**src/rtl/demux_router.sv**
```systemverilog
// demux_router: 2-entry FIFO that steers each tagged word to one of four
// valid/ready output channels in strict arrival order, with per-channel delivery counters.
module demux_router #(
  parameter int WIDTH = 32,
  parameter int CNT_W = 8
) (
  input  logic             iClk,
  input  logic             iRst,
  input  logic [WIDTH-1:0] iData,
  input  logic             iS1,
  input  logic             iS0,
  input  logic             iValid,
  output logic             oReady,
  output logic [WIDTH-1:0] oZ0,
  output logic [WIDTH-1:0] oZ1,
  output logic [WIDTH-1:0] oZ2,
  output logic [WIDTH-1:0] oZ3,
  output logic             oValid0,
  output logic             oValid1,
  output logic             oValid2,
  output logic             oValid3,
  input  logic             iReady0,
  input  logic             iReady1,
  input  logic             iReady2,
  input  logic             iReady3,
  output logic [CNT_W-1:0] oCount0,
  output logic [CNT_W-1:0] oCount1,
  output logic [CNT_W-1:0] oCount2,
  output logic [CNT_W-1:0] oCount3,
  output logic             oBusy
);

  logic [1:0]       memSel  [2];
  logic [WIDTH-1:0] memData [2];
  logic             rdPtr;
  logic             wrPtr;
  logic [1:0]       occ;
  logic [CNT_W-1:0] cnt [4];

  logic [1:0]       headSel;
  logic [WIDTH-1:0] headData;
  logic             headValid;
  logic [3:0]       readyVec;
  logic [3:0]       validVec;
  logic             push;
  logic             pop;

  assign headSel   = memSel[rdPtr];
  assign headData  = memData[rdPtr];
  assign headValid = (occ != 2'd0);
  assign readyVec  = {iReady3, iReady2, iReady1, iReady0};

  // Ready looks only at occupancy, so consumers never see a ready-to-ready path.
  assign oReady = (occ != 2'd2) && !iRst;
  assign push   = iValid && oReady;
  assign pop    = headValid && readyVec[headSel];

  always_comb begin
    validVec = 4'b0000;
    if (headValid) begin
      validVec[headSel] = 1'b1;
    end
  end

  // Payload storage needs no reset; occupancy gates everything that leaves the block.
  always_ff @(posedge iClk) begin
    if (push) begin
      memSel[wrPtr]  <= {iS1, iS0};
      memData[wrPtr] <= iData;
    end
  end

  always_ff @(posedge iClk) begin
    if (iRst) begin
      rdPtr <= 1'b0;
      wrPtr <= 1'b0;
      occ   <= 2'd0;
      for (int i = 0; i < 4; i++) begin
        cnt[i] <= '0;
      end
    end else begin
      if (push) begin
        wrPtr <= ~wrPtr;
      end
      if (pop) begin
        rdPtr        <= ~rdPtr;
        cnt[headSel] <= cnt[headSel] + {{(CNT_W-1){1'b0}}, 1'b1};
      end
      case ({push, pop})
        2'b10:   occ <= occ + 2'd1;
        2'b01:   occ <= occ - 2'd1;
        default: occ <= occ;
      endcase
    end
  end

  assign oValid0 = validVec[0];
  assign oValid1 = validVec[1];
  assign oValid2 = validVec[2];
  assign oValid3 = validVec[3];

  assign oZ0 = validVec[0] ? headData : '0;
  assign oZ1 = validVec[1] ? headData : '0;
  assign oZ2 = validVec[2] ? headData : '0;
  assign oZ3 = validVec[3] ? headData : '0;

  assign oCount0 = cnt[0];
  assign oCount1 = cnt[1];
  assign oCount2 = cnt[2];
  assign oCount3 = cnt[3];

  assign oBusy = headValid;

endmodule

```
**config.mk**
```make
export PLATFORM = sky130hd
export DESIGN_NAME = demux_router
export DESIGN_NICKNAME = d
export VERILOG_FILES = /design/src/rtl/demux_router.sv
export SDC_FILE = /design/constraint.sdc
export NUM_CORES = 1
export LEC_CHECK = 0
export ABC_AREA = 1
export BUFFER_PORTS_ARGS = -buffer_cell sky130_fd_sc_hd__buf_2
export CORE_UTILIZATION = 40
export DETAILED_ROUTE_END_ITERATION = 10
export GPL_TIMING_DRIVEN = 0
export PLACE_DENSITY_LB_ADDON = 0.3
export SLEW_MARGIN = 40
export SYNTH_ARGS = -nofsm -noshare
export SYNTH_HDL_FRONTEND = slang
export SYNTH_SLANG_ARGS = --single-unit
```
**constraint.sdc**
```tcl
create_clock -name iClk -period 7.2 [get_ports iClk]
set_input_delay 1.44 -clock iClk [delete_from_list [all_inputs] [get_ports iClk]]
set_output_delay 1.44 -clock iClk [all_outputs]
set_load 0.05 [all_outputs]
```
==> impl_metrics.toml <==
[outcome]
outcome = "finished, final reports clean"

[timing]
fin_ws_ns = 3.268
period_share_pct = 54.61
whs_ns = 0.5223
hold_viol_final = 0
fin_crit_ns = 3.932
relSlewSlack_pct = 52.08
worstMarginPinSlew_ns = 0.7187
slew_viol_final = 0
finalSetupViolCount = 0
fmax_mhz = 254.3
finalSetupTns_ns = 0
fin_worst_skew_ns = 0.005125
rsz0062_at_grt = "no"

[detailed_routing]
routed_wl_um = 13600
ant_nets = 0
vias = 4273
drc_errors = 0
routedWlPerCell_um = 15.10
drtIter0Drc = 140
vias_per_cell = 4.743
dr.pass1.iters = 4

[run]
drv_cap = 0

[synthesis]
synth_area_per_cell_um2 = 9.985
ys_types = 30
syn_nets = 553
async_flop_share_pct = 0
ys.flop_type = "edfxtp_1"
synth_area_leaders = "edfxtp_1, nor2_1, mux2i_1"
ys_ff_latch = 105
synth_edf_count = 100
synth-seq-area-share_pct = 60.93
yosysTopAreaCell = "edfxtp_1"
yosysMostFrequentCell = "nor2_1"
synth_area_um2 = 5092
synth_top_area_share_pct = 58.97
syn_inst = 510
ys_warn_count = 0
synth_common_cells = "nor2_1, edfxtp_1, nand2_1"

[placement]
gp_congestion = 0.8909
pre_cts_slack_ns = 3.597
io_buffers = 206
dp.cells = 886
post-dp-hpwl_um = 10280
place_area_um2 = 6404

[cts]
cts_setup_buffers = 0
ctsResizeCount = 0
cts_tree = "built"
clkLatencyLatePin_ns = 0.34
cts_hold_buffers = 0
clk_pin_slew_worst_paths_ns = 0.06
cts_made_buffers = 9
clock_sinks = 105
cts_htree_levels = 3
clk_path_buf_depth = 2
root_buffer = "clkbuf_16"

[floorplanning]
initial_core_util_pct = 41.70
ioPinCount = 207
dieArea_um2 = 13190
die_y_um = 114.8
dieWidth_um = 114.8
row_count = 40
core_region_area_um2 = 12210

[critical_path]
cp.required_ns = 5.76
r2r_end = "cnt[1][0]"
endpoint = "oZ0[10]"
crit_path_end_kind = "output port"
cp_max_fo = 10
rr_worst_depth = 12
cp_slowest_cell = "dfxtp_1"
cpPeakStageDelay_ns = 0.32
rrSetupSlack_ns = 4.68
path_cells = "buf_6 -> inv_4 -> nand2_2 -> nand2_4 -> nor2_4 -> inv_1 -> nor2_1 -> inv_1 -> clkbuf_1 -> nor2_1 -> buf_2"
startpoint_type = "flip-flop"
cp.arrival_ns = 2.49
worstSetupPathType = "flip-flop to output port"

[finish]
fin_util_pct = 54.70
drive_gt1_share_pct = 35.33
fin_cells = 901
area_growth_pct = 31.18
final_cell_area_um2 = 6680
regArea_um2 = 3103
diodes = 0
fillers = 1138
fin_nets = 772
multiInputGateArea_um2 = 1713

[grt]
grt_pass1_wl_um = 20490
grt.total_usage_pct = 20.96
first_global_vias = 3967
antenna_found_initial = 0
grt.overflow.total = 0
grt_max_degree = 21

[worst_hold_path]
hold_path_class = "flip-flop to flip-flop"
hold_path_depth = 2

[pwr]
irDropWorstVdd_v = 0.0001686
power_mw = 2.028
leakagePower_nw = 3.244
powerDensity_nw_per_um2 = 303.6
worst max-delay path, delay by kind of cell, from the launching register on:
| kind | cells | cell delay (ns) |
|---|---|---|
| buffers and inverters | 6 | 1.11 |
| flip-flops | 1 | 0.32 |
| AND/OR/NAND/NOR | 5 | 0.71 |
state kept, by name, summed over array words and instances, names as in the netlist, named ones only:
| signal | flops |
|---|---|
| cnt | 32 |
| wrPtr | 1 |
| memData | 64 |
| occ | 2 |
| rdPtr | 1 |
| memSel | 4 |
how the worst min path moves through the flow:
stage          start  endpoint  slack (ns)
2_1_floorplan  wrPtr     wrPtr        0.46
3_3_place_gp   wrPtr     wrPtr        0.47
3_5_place_dp   rdPtr     rdPtr        0.50
4_1_cts        rdPtr     rdPtr        0.52
5_1_grt        rdPtr     rdPtr        0.57
6_report       rdPtr     rdPtr        0.52
per-layer routing:
layer,track usage (%),up-vias,routed length (um)
li1,-,2102,-
met1,24.47,2011,5614
met2,38.51,151,7158
met3,4.533,9,714
met4,6.407,0,114
met5,0,-,0
placed cells by master, fill, tap and decap left out, types with 7 or more instances in the layout:
cell       count
nand3b_1      11
edfxtp_1     100
nand2_2        7
clkbuf_1      10
inv_1         40
mux2i_1       32
nand3_1       15
buf_2        209
clkbuf_16      9
nor2_1       168
nand2_1       72
cells by family (layout without fill, tap and decap cells):
group | Yosys count | after routing | synth area share [%]
and+or+nand+nor | 294 | 294 | 25.21
DFF | 105 | 105 | 60.93
adders and majority gates | 2 | 2 | 0.4913
AOI/OAI and AO/OA | 10 | 10 | 1.007
buffers and inverters | 65 | 288 | 5.725
muxes | 32 | 32 | 6.290
xor gates and xnor gates | 2 | 2 | 0.3440
power by group:
group	switching (mW)	internal, mW
logic	0.641	0.193
registers	0.0157	0.712
clock network	0.202	0.264
final cells by class:
class	instances	share of cell area, %
clock buffer	10	3.428
clock inverter	5	0.7117
timing repair buffer	208	16.26
inverter	43	2.454
multi-input combinational	340	25.64
tap	168	3.147
buffer	22	1.910
sequential	105	46.45
No activity file was read; power rests on OpenSTA's default activity.
